$ cat config.mk
export PLATFORM = sky130hd
export DESIGN_NAME = ifu_npc_flat
export DESIGN_NICKNAME = d
export VERILOG_FILES = /design/src/rtl/mips_pkg.sv /design/src/rtl/ifu_npc_if.sv /design/src/rtl/ifu_npc_calc.sv /design/src/rtl/ifu_npc.sv /design/src/flat_wrapper.sv
export SDC_FILE = /design/constraint.sdc
export NUM_CORES = 1
export LEC_CHECK = 0
export CAP_MARGIN = 40
export CORE_UTILIZATION = 43
export CTS_CLUSTER_SIZE = 12
export DETAILED_ROUTE_END_ITERATION = 10
export PLACE_DENSITY_LB_ADDON = 0.1
export SYNTH_ARGS = -nofsm -noshare
export SYNTH_HDL_FRONTEND = slang
export SYNTH_SLANG_ARGS = --single-unit
export TNS_END_PERCENT = 100
$ cat constraint.sdc
create_clock -name clk -period 4.05 [get_ports clk]
set_clock_uncertainty 0.2 [all_clocks]
set_input_delay 0.81 -clock clk [delete_from_list [all_inputs] [get_ports clk]]
set_output_delay 0.81 -clock clk [all_outputs]
set_load 0.005 [all_outputs]
$ cat src/rtl/mips_pkg.sv
// Shared MIPS encodings and fetch-unit types for the instruction fetch path.
package mips_pkg;

    localparam logic [31:0] RESET_PC_DEF = 32'h0000_3000;

    localparam logic [5:0] OP_R      = 6'b000000;
    localparam logic [5:0] OP_REGIMM = 6'b000001;
    localparam logic [5:0] OP_J      = 6'b000010;
    localparam logic [5:0] OP_JAL    = 6'b000011;
    localparam logic [5:0] OP_BEQ    = 6'b000100;
    localparam logic [5:0] OP_BNE    = 6'b000101;
    localparam logic [5:0] OP_BLEZ   = 6'b000110;
    localparam logic [5:0] OP_BGTZ   = 6'b000111;

    localparam logic [5:0] FN_JR     = 6'b001000;
    localparam logic [5:0] FN_JALR   = 6'b001001;

    localparam logic [4:0] RT_BLTZ   = 5'b00000;
    localparam logic [4:0] RT_BGEZ   = 5'b00001;

    typedef enum logic {FETCH, EXEC} fetchState_t;

    function automatic logic [31:0] branchOffset(input logic [15:0] imm);
        return {{14{imm[15]}}, imm, 2'b00};
    endfunction

endpackage

$ cat src/rtl/ifu_npc_if.sv
// Instruction-memory req/ack bus between the fetch unit (master) and imem (slave).
interface ifu_npc_if;
    logic        imem_req;
    logic [31:0] imem_addr;
    logic        imem_ack;
    logic [31:0] imem_rdata;

    modport master (output imem_req, imem_addr, input imem_ack, imem_rdata);
    modport slave  (input imem_req, imem_addr, output imem_ack, imem_rdata);
endinterface

$ cat src/rtl/ifu_npc_calc.sv
// Combinational next-PC selection: J/JAL, JR/JALR, conditional branches, sequential.
module npc_calc
    import mips_pkg::*;
(
    input  logic [31:0] ins,
    input  logic [31:0] pc,
    input  logic [31:0] rsData,
    input  logic [31:0] rtData,
    input  logic        branch,
    input  logic        jump,
    output logic [31:0] nextPc,
    output logic [31:0] pcPlus4,
    output logic        misalignRaw
);

    logic [5:0] op;
    logic [5:0] funct;
    logic [4:0] rtField;
    logic       isJump;
    logic       isJr;
    logic       cond;
    logic       rsZero;

    assign op      = ins[31:26];
    assign funct   = ins[5:0];
    assign rtField = ins[20:16];
    assign pcPlus4 = pc + 32'd4;
    assign rsZero  = (rsData == 32'h0);
    assign isJump  = jump && ((op == OP_J) || (op == OP_JAL));
    // JR/JALR are decoded here; the decoder never raises jump for them.
    assign isJr    = (op == OP_R) && ((funct == FN_JR) || (funct == FN_JALR));
    assign misalignRaw = isJr && (rsData[1:0] != 2'b00);

    always_comb begin
        cond = 1'b0;
        case (op)
            OP_BEQ:    cond = (rsData == rtData);
            OP_BNE:    cond = (rsData != rtData);
            OP_BLEZ:   cond = rsData[31] || rsZero;
            OP_BGTZ:   cond = !rsData[31] && !rsZero;
            OP_REGIMM: begin
                if (rtField == RT_BLTZ)      cond = rsData[31];
                else if (rtField == RT_BGEZ) cond = !rsData[31];
            end
            default:   cond = 1'b0;
        endcase
    end

    always_comb begin
        nextPc = pcPlus4;
        if (isJump)
            nextPc = {pcPlus4[31:28], ins[25:0], 2'b00};
        else if (isJr)
            nextPc = {rsData[31:2], 2'b00};
        else if (branch && cond)
            nextPc = pcPlus4 + branchOffset(ins[15:0]);
    end

endmodule

$ cat src/rtl/ifu_npc.sv
// Fetch unit: holds PC, fetches over req/ack, presents ins for one or more
// EXEC cycles, then commits the next PC.
module ifu_npc
    import mips_pkg::*;
#(
    parameter logic [31:0] RESET_PC = RESET_PC_DEF
) (
    input  logic             clk,
    input  logic             rst,
    ifu_npc_if.master        imem,
    output logic [31:0]      ins,
    output logic             ins_valid,
    output logic [31:0]      pc,
    output logic [31:0]      pc_plus4,
    input  logic             branch,
    input  logic             jump,
    input  logic [31:0]      rs_data,
    input  logic [31:0]      rt_data,
    input  logic             hold,
    output logic             misalign
);

    fetchState_t state;
    logic [31:0] nextPc;
    logic        misalignRaw;

    npc_calc uCalc (
        .ins         (ins),
        .pc          (pc),
        .rsData      (rs_data),
        .rtData      (rt_data),
        .branch      (branch),
        .jump        (jump),
        .nextPc      (nextPc),
        .pcPlus4     (pc_plus4),
        .misalignRaw (misalignRaw)
    );

    always_ff @(posedge clk or posedge rst) begin
        if (rst) begin
            state <= FETCH;
            pc    <= RESET_PC;
            ins   <= 32'h0;
        end else begin
            case (state)
                FETCH: begin
                    if (imem.imem_ack) begin
                        ins   <= imem.imem_rdata;
                        state <= EXEC;
                    end
                end
                EXEC: begin
                    if (!hold) begin
                        pc    <= nextPc;
                        state <= FETCH;
                    end
                end
                default: state <= FETCH;
            endcase
        end
    end

    // Request is gated by rst so a fetch is dropped the instant reset asserts.
    assign imem.imem_req  = (state == FETCH) && !rst;
    assign imem.imem_addr = pc;
    assign ins_valid      = (state == EXEC);
    assign misalign       = (state == EXEC) && !hold && misalignRaw;

endmodule

$ cat src/flat_wrapper.sv
// flat-port wrapper written by rule: the top's interface ports become plain ports
module ifu_npc_flat import mips_pkg::*;
#(
    parameter logic [31:0] RESET_PC = RESET_PC_DEF
)
  (clk, rst, ins, ins_valid, pc, pc_plus4, branch, jump, rs_data, rt_data, hold, misalign, imem_imem_req, imem_imem_addr, imem_imem_ack, imem_imem_rdata);
  ifu_npc_if imem_i ();
  input  logic clk;
  input  logic rst;
  output logic [31:0] ins;
  output logic ins_valid;
  output logic [31:0] pc;
  output logic [31:0] pc_plus4;
  input  logic branch;
  input  logic jump;
  input  logic [31:0] rs_data;
  input  logic [31:0] rt_data;
  input  logic hold;
  output logic misalign;
  output wire logic [$bits(imem_i.imem_req)-1:0] imem_imem_req;
  output wire logic [$bits(imem_i.imem_addr)-1:0] imem_imem_addr;
  input wire logic [$bits(imem_i.imem_ack)-1:0] imem_imem_ack;
  input wire logic [$bits(imem_i.imem_rdata)-1:0] imem_imem_rdata;
  assign imem_imem_req = imem_i.imem_req;
  assign imem_imem_addr = imem_i.imem_addr;
  assign imem_i.imem_ack = imem_imem_ack;
  assign imem_i.imem_rdata = imem_imem_rdata;
  ifu_npc #(.RESET_PC(RESET_PC)) u_core (.clk(clk), .rst(rst), .imem(imem_i), .ins(ins), .ins_valid(ins_valid), .pc(pc), .pc_plus4(pc_plus4), .branch(branch), .jump(jump), .rs_data(rs_data), .rt_data(rt_data), .hold(hold), .misalign(misalign));
endmodule
==> results.py <==
metrics = {
    "outcome": {
        "outcome": "finished, final reports clean",
    },
    "synth": {
        "postSynth.topFlopCell": "dfrtp_1",
        "synth_enable_flop_cells": 0,
        "ys_async_rst_share_pct": 100,
        "post_synth_num_cell_types": 63,
        "synth_warnings": 0,
        "syn_area_per_cell_um2": 8.77,
        "synthDominantAreaCellType": "dfrtp_1",
        "synthesis.area_um2": 5940,
        "ys_seq_elements": 63,
        "synthesis.instances": 677,
        "synthTopCellsByArea": "dfrtp_1 (26%), xor2_1 (7.8%), ha_1 (7.6%), mux2_2 (6.1%), xnor2_1 (4.9%)",
        "synth_seq_area_share_pct": 26.6,
        "netlist.area_leader.share_pct": 25.7,
    },
    "setup_path": {
        "critical_path.slowest_cell": "clkdlybuf4s50_1",
        "kind_of_start_point_of_the_critical_path": "register",
        "worstPathMaxFanout": 4,
        "worst_ep_arrival_time_ns": 2.92,
        "setup.reg_to_reg.worst_slack_ns": 0.18,
        "cp_num_cells": 8,
        "timing.rr.start": "u_core.imem.imem_addr[2]",
        "slowest_delay_ns": 0.58,
        "timing.reg2reg.worst_path_depth": 16,
        "worst_setup_path_endpoint": "pc_plus4[27]",
        "crit_buf_inv": 2,
        "critical_path.cell_chain": "nand3_2 > nor2_2 > nand4_1 > nor3_4 > buf_4 > nand3_1 > xnor2_1 > clkdlybuf4s50_1",
        "worstSetupPathType": "register to output port",
        "regToRegEndpoint": "u_core.imem.imem_addr[22]",
        "setup.worst_path.end_class": "output port",
        "cell_family_with_the_largest_share_of_critical_path_delay": "simple AND/OR/NAND/NOR gates",
        "startpoint": "u_core.imem.imem_addr[13]",
        "worstPathRequired_ns": 3.04,
    },
    "flow_run": {
        "number_of_max_cap_violations": 0,
    },
    "floorplanning": {
        "fp.dieArea_um2": 14300,
        "fp-row-count": 42,
        "io-pin-count": 233,
        "fp.coreArea_um2": 13300,
        "initial_core_util_pct": 44.5,
        "die_y_um": 120,
        "die_x_extent_um": 120,
    },
    "placed_design": {
        "dpl_worst_slack_ns": -0.155,
        "dpl.hpwl_mm": 18.4,
        "globalplace.congestion": 0.931,
        "io_buffers": 226,
    },
    "clocking": {
        "cts-buffers-inserted": 9,
        "clock_latency_at_the_later_pin_of_the_worst_skew_pair_ns": 0.35,
        "cts_tree": "built",
        "cts_buffer_depth": 2,
        "holdBufCountCts": 0,
        "cts.sink_count": 63,
        "cts_htree_levels": 3,
        "cts.reportedPaths.clkPinSlew_ns": 0.06,
        "clock_tree.root_cell": "clkbuf_16",
    },
    "routing": {
        "drcViolationCount": 0,
        "avgViaCountPerCell": 5.91,
        "antenna_violating_nets_post_route": 0,
        "route.final.wire_length_mm": 23.7,
        "drtPass1Iterations": 7,
        "routed-via-count": 6525,
        "wl_per_cell_um": 21.5,
        "dr.first_iter.drc_count": 407,
    },
    "final_layout": {
        "number_of_antenna_diodes": 0,
        "ff_latch_area_um2": 1580,
        "post-route-util_pct": 67.8,
        "layout-drive-gt1-share_pct": 16.1,
        "fillCellCount": 1077,
        "synthesis_to_finish_area_growth_pct": 52.4,
        "final_net_count": 1062,
        "multi_input_comb_area_um2": 4080,
    },
    "power_and_ir_drop": {
        "total_power_mw": 5.99,
        "leakage_power_nw": 3.92,
        "peakVddDrop_uv": 422,
        "cellPowerDensity_nw_per_um2": 661,
    },
    "sta": {
        "maxSlewViolCount": 0,
        "setup_ws_ns": 0.122,
        "holdWs_ns": 0.349,
        "timing_hold_violations_final": 0,
        "totalNegativeSetupSlack_ns": 0,
        "max_slew.worst_pin.slew_ns": 0.736,
        "final-setup-viol-count": 0,
        "min_period_over_period_pct": 97.0,
        "final_critical_path_required_period_ns": 3.93,
        "fmax_ghz": 0.255,
        "slew_margin_rel_pct": 51.0,
    },
    "grt": {
        "antenna_found_initial": 0,
        "grt_start_max_net_pins": 38,
        "grtUsageTotal_pct": 33.2,
        "grt-ovfl-total": 0,
        "grt_first_pass_wirelength_mm": 35.7,
        "first_global_vias": 6474,
    },
    "hold_path": {
        "worst_hold_path_type": "register to register",
    },
}
[timing repair]
item / in CTS / in global routing
setup buffers: 0 / 3
pin swaps: 0 / 3
setup endpoints to repair: 7 / 21
endpoints found under the hold margin: 0 / 0
resized for setup: 4 / 28
[worst register-to-register path: cells and delay by family (launching register included)]
family,cells,cell delay [ns]
xor+xnor,2,0.33
compound gates,5,1.28
fa+ha+maj,2,0.55
buf+inv,2,0.25
mux,1,0.09
flops,1,0.43
simple gates,4,0.65
[worst min path at each step]
stage / slack, ns / start / to / cells past startpoint
after floorplan: 0.30 / u_core.imem.imem_addr[13] / u_core.imem.imem_addr[13] / 2
after global placement: 0.31 / u_core.imem.imem_addr[13] / u_core.imem.imem_addr[13] / 2
final: 0.35 / u_core.ins[22] / u_core.ins[22] / 1
after CTS: 0.33 / u_core.imem.imem_addr[13] / u_core.imem.imem_addr[13] / 2
after global routing: 0.36 / u_core.ins[22] / u_core.ins[22] / 1
after detailed placement: 0.32 / u_core.imem.imem_addr[13] / u_core.imem.imem_addr[13] / 2
[synth_stat cells, types with 15 or more instances]
master and count:
nand2_1 31, nor4_1 18, clkbuf_1 19, inv_1 18, mux2i_1 20, xnor2_1 33, a21oi_1 40, buf_4 36
xor2_1 53, o21ai_0 27, nand3_1 24, and3_1 15, ha_1 36, dfrtp_1 61, mux2_2 32, nor2_1 44
[state kept, by name, summed over array words and instances, names as in the netlist]
name                   count
u_core.ins_valid           1
u_core.ins                32
u_core.imem.imem_addr     30
[layout by cell type, fill, tap and decap left out, types with 9 or more instances in the layout]
master | netlist | routed
a21o_1 | 13 | 13
a21oi_1 | 40 | 38
a221oi_1 | 12 | 12
and3_1 | 15 | 14
buf_4 | 36 | 62
clkbuf_16 | 0 | 9
clkdlybuf4s50_1 | 0 | 226
dfrtp_1 | 61 | 59
ha_1 | 36 | 36
inv_1 | 18 | 17
mux2_2 | 32 | 32
mux2i_1 | 20 | 20
nand2_1 | 31 | 31
nand3_1 | 24 | 21
nand4_1 | 12 | 12
nor2_1 | 44 | 38
nor3_1 | 13 | 11
nor4_1 | 18 | 17
o21ai_0 | 27 | 26
o21ai_1 | 9 | 9
o31ai_1 | 12 | 11
xnor2_1 | 33 | 31
xor2_1 | 53 | 51
[power breakdown]
| group | leakage, nW | internal (mW) | total (mW) | switching (mW) |
|---|---|---|---|---|
| clock | 0.145 | 0.511 | 0.829 | 0.317 |
| combinational | 3.05 | 2.16 | 4.01 | 1.85 |
| sequential | 0.729 | 0.828 | 1.15 | 0.319 |
| total | 3.92 | 3.50 | 5.99 | 2.49 |
[cells by family after synthesis]
group | share of synthesized area (%)
adders and majority gates | 7.92
DFF | 26.6
AOI/OAI and AO/OA | 19.7
other | 0.0631
xor gates and xnor gates | 12.7
buffers and inverters | 7.82
muxes | 9.44
and+or+nand+nor | 15.8
[layer usage]
metal	vias to the layer above	GRT usage [%]	share of wire, %
met5	-	0	0
met3	58	6.04	7.2
met2	330	54.5	47
li1	2972	-	-
met1	3165	41.7	42
met4	0	16.6	4.0
[per-stage QoR]
stage	area [um2]	instances
global placement	8540	1083
finish	9050	1104
floorplan	5960	682
CTS	8900	1101
global route	9050	1104
detailed placement	8570	1085
[cell type report]
class | instances | area share [%]
Timing Repair Buffer | 291 | 30.9
Sequential cell | 63 | 17.5
Multi-Input combinational cell | 540 | 45.0
Clock buffer | 12 | 2.83
Clock inverter | 4 | 0.594
Inverter | 18 | 0.746
Tap cell | 176 | 2.43
(Power assumes the default switching activity.)
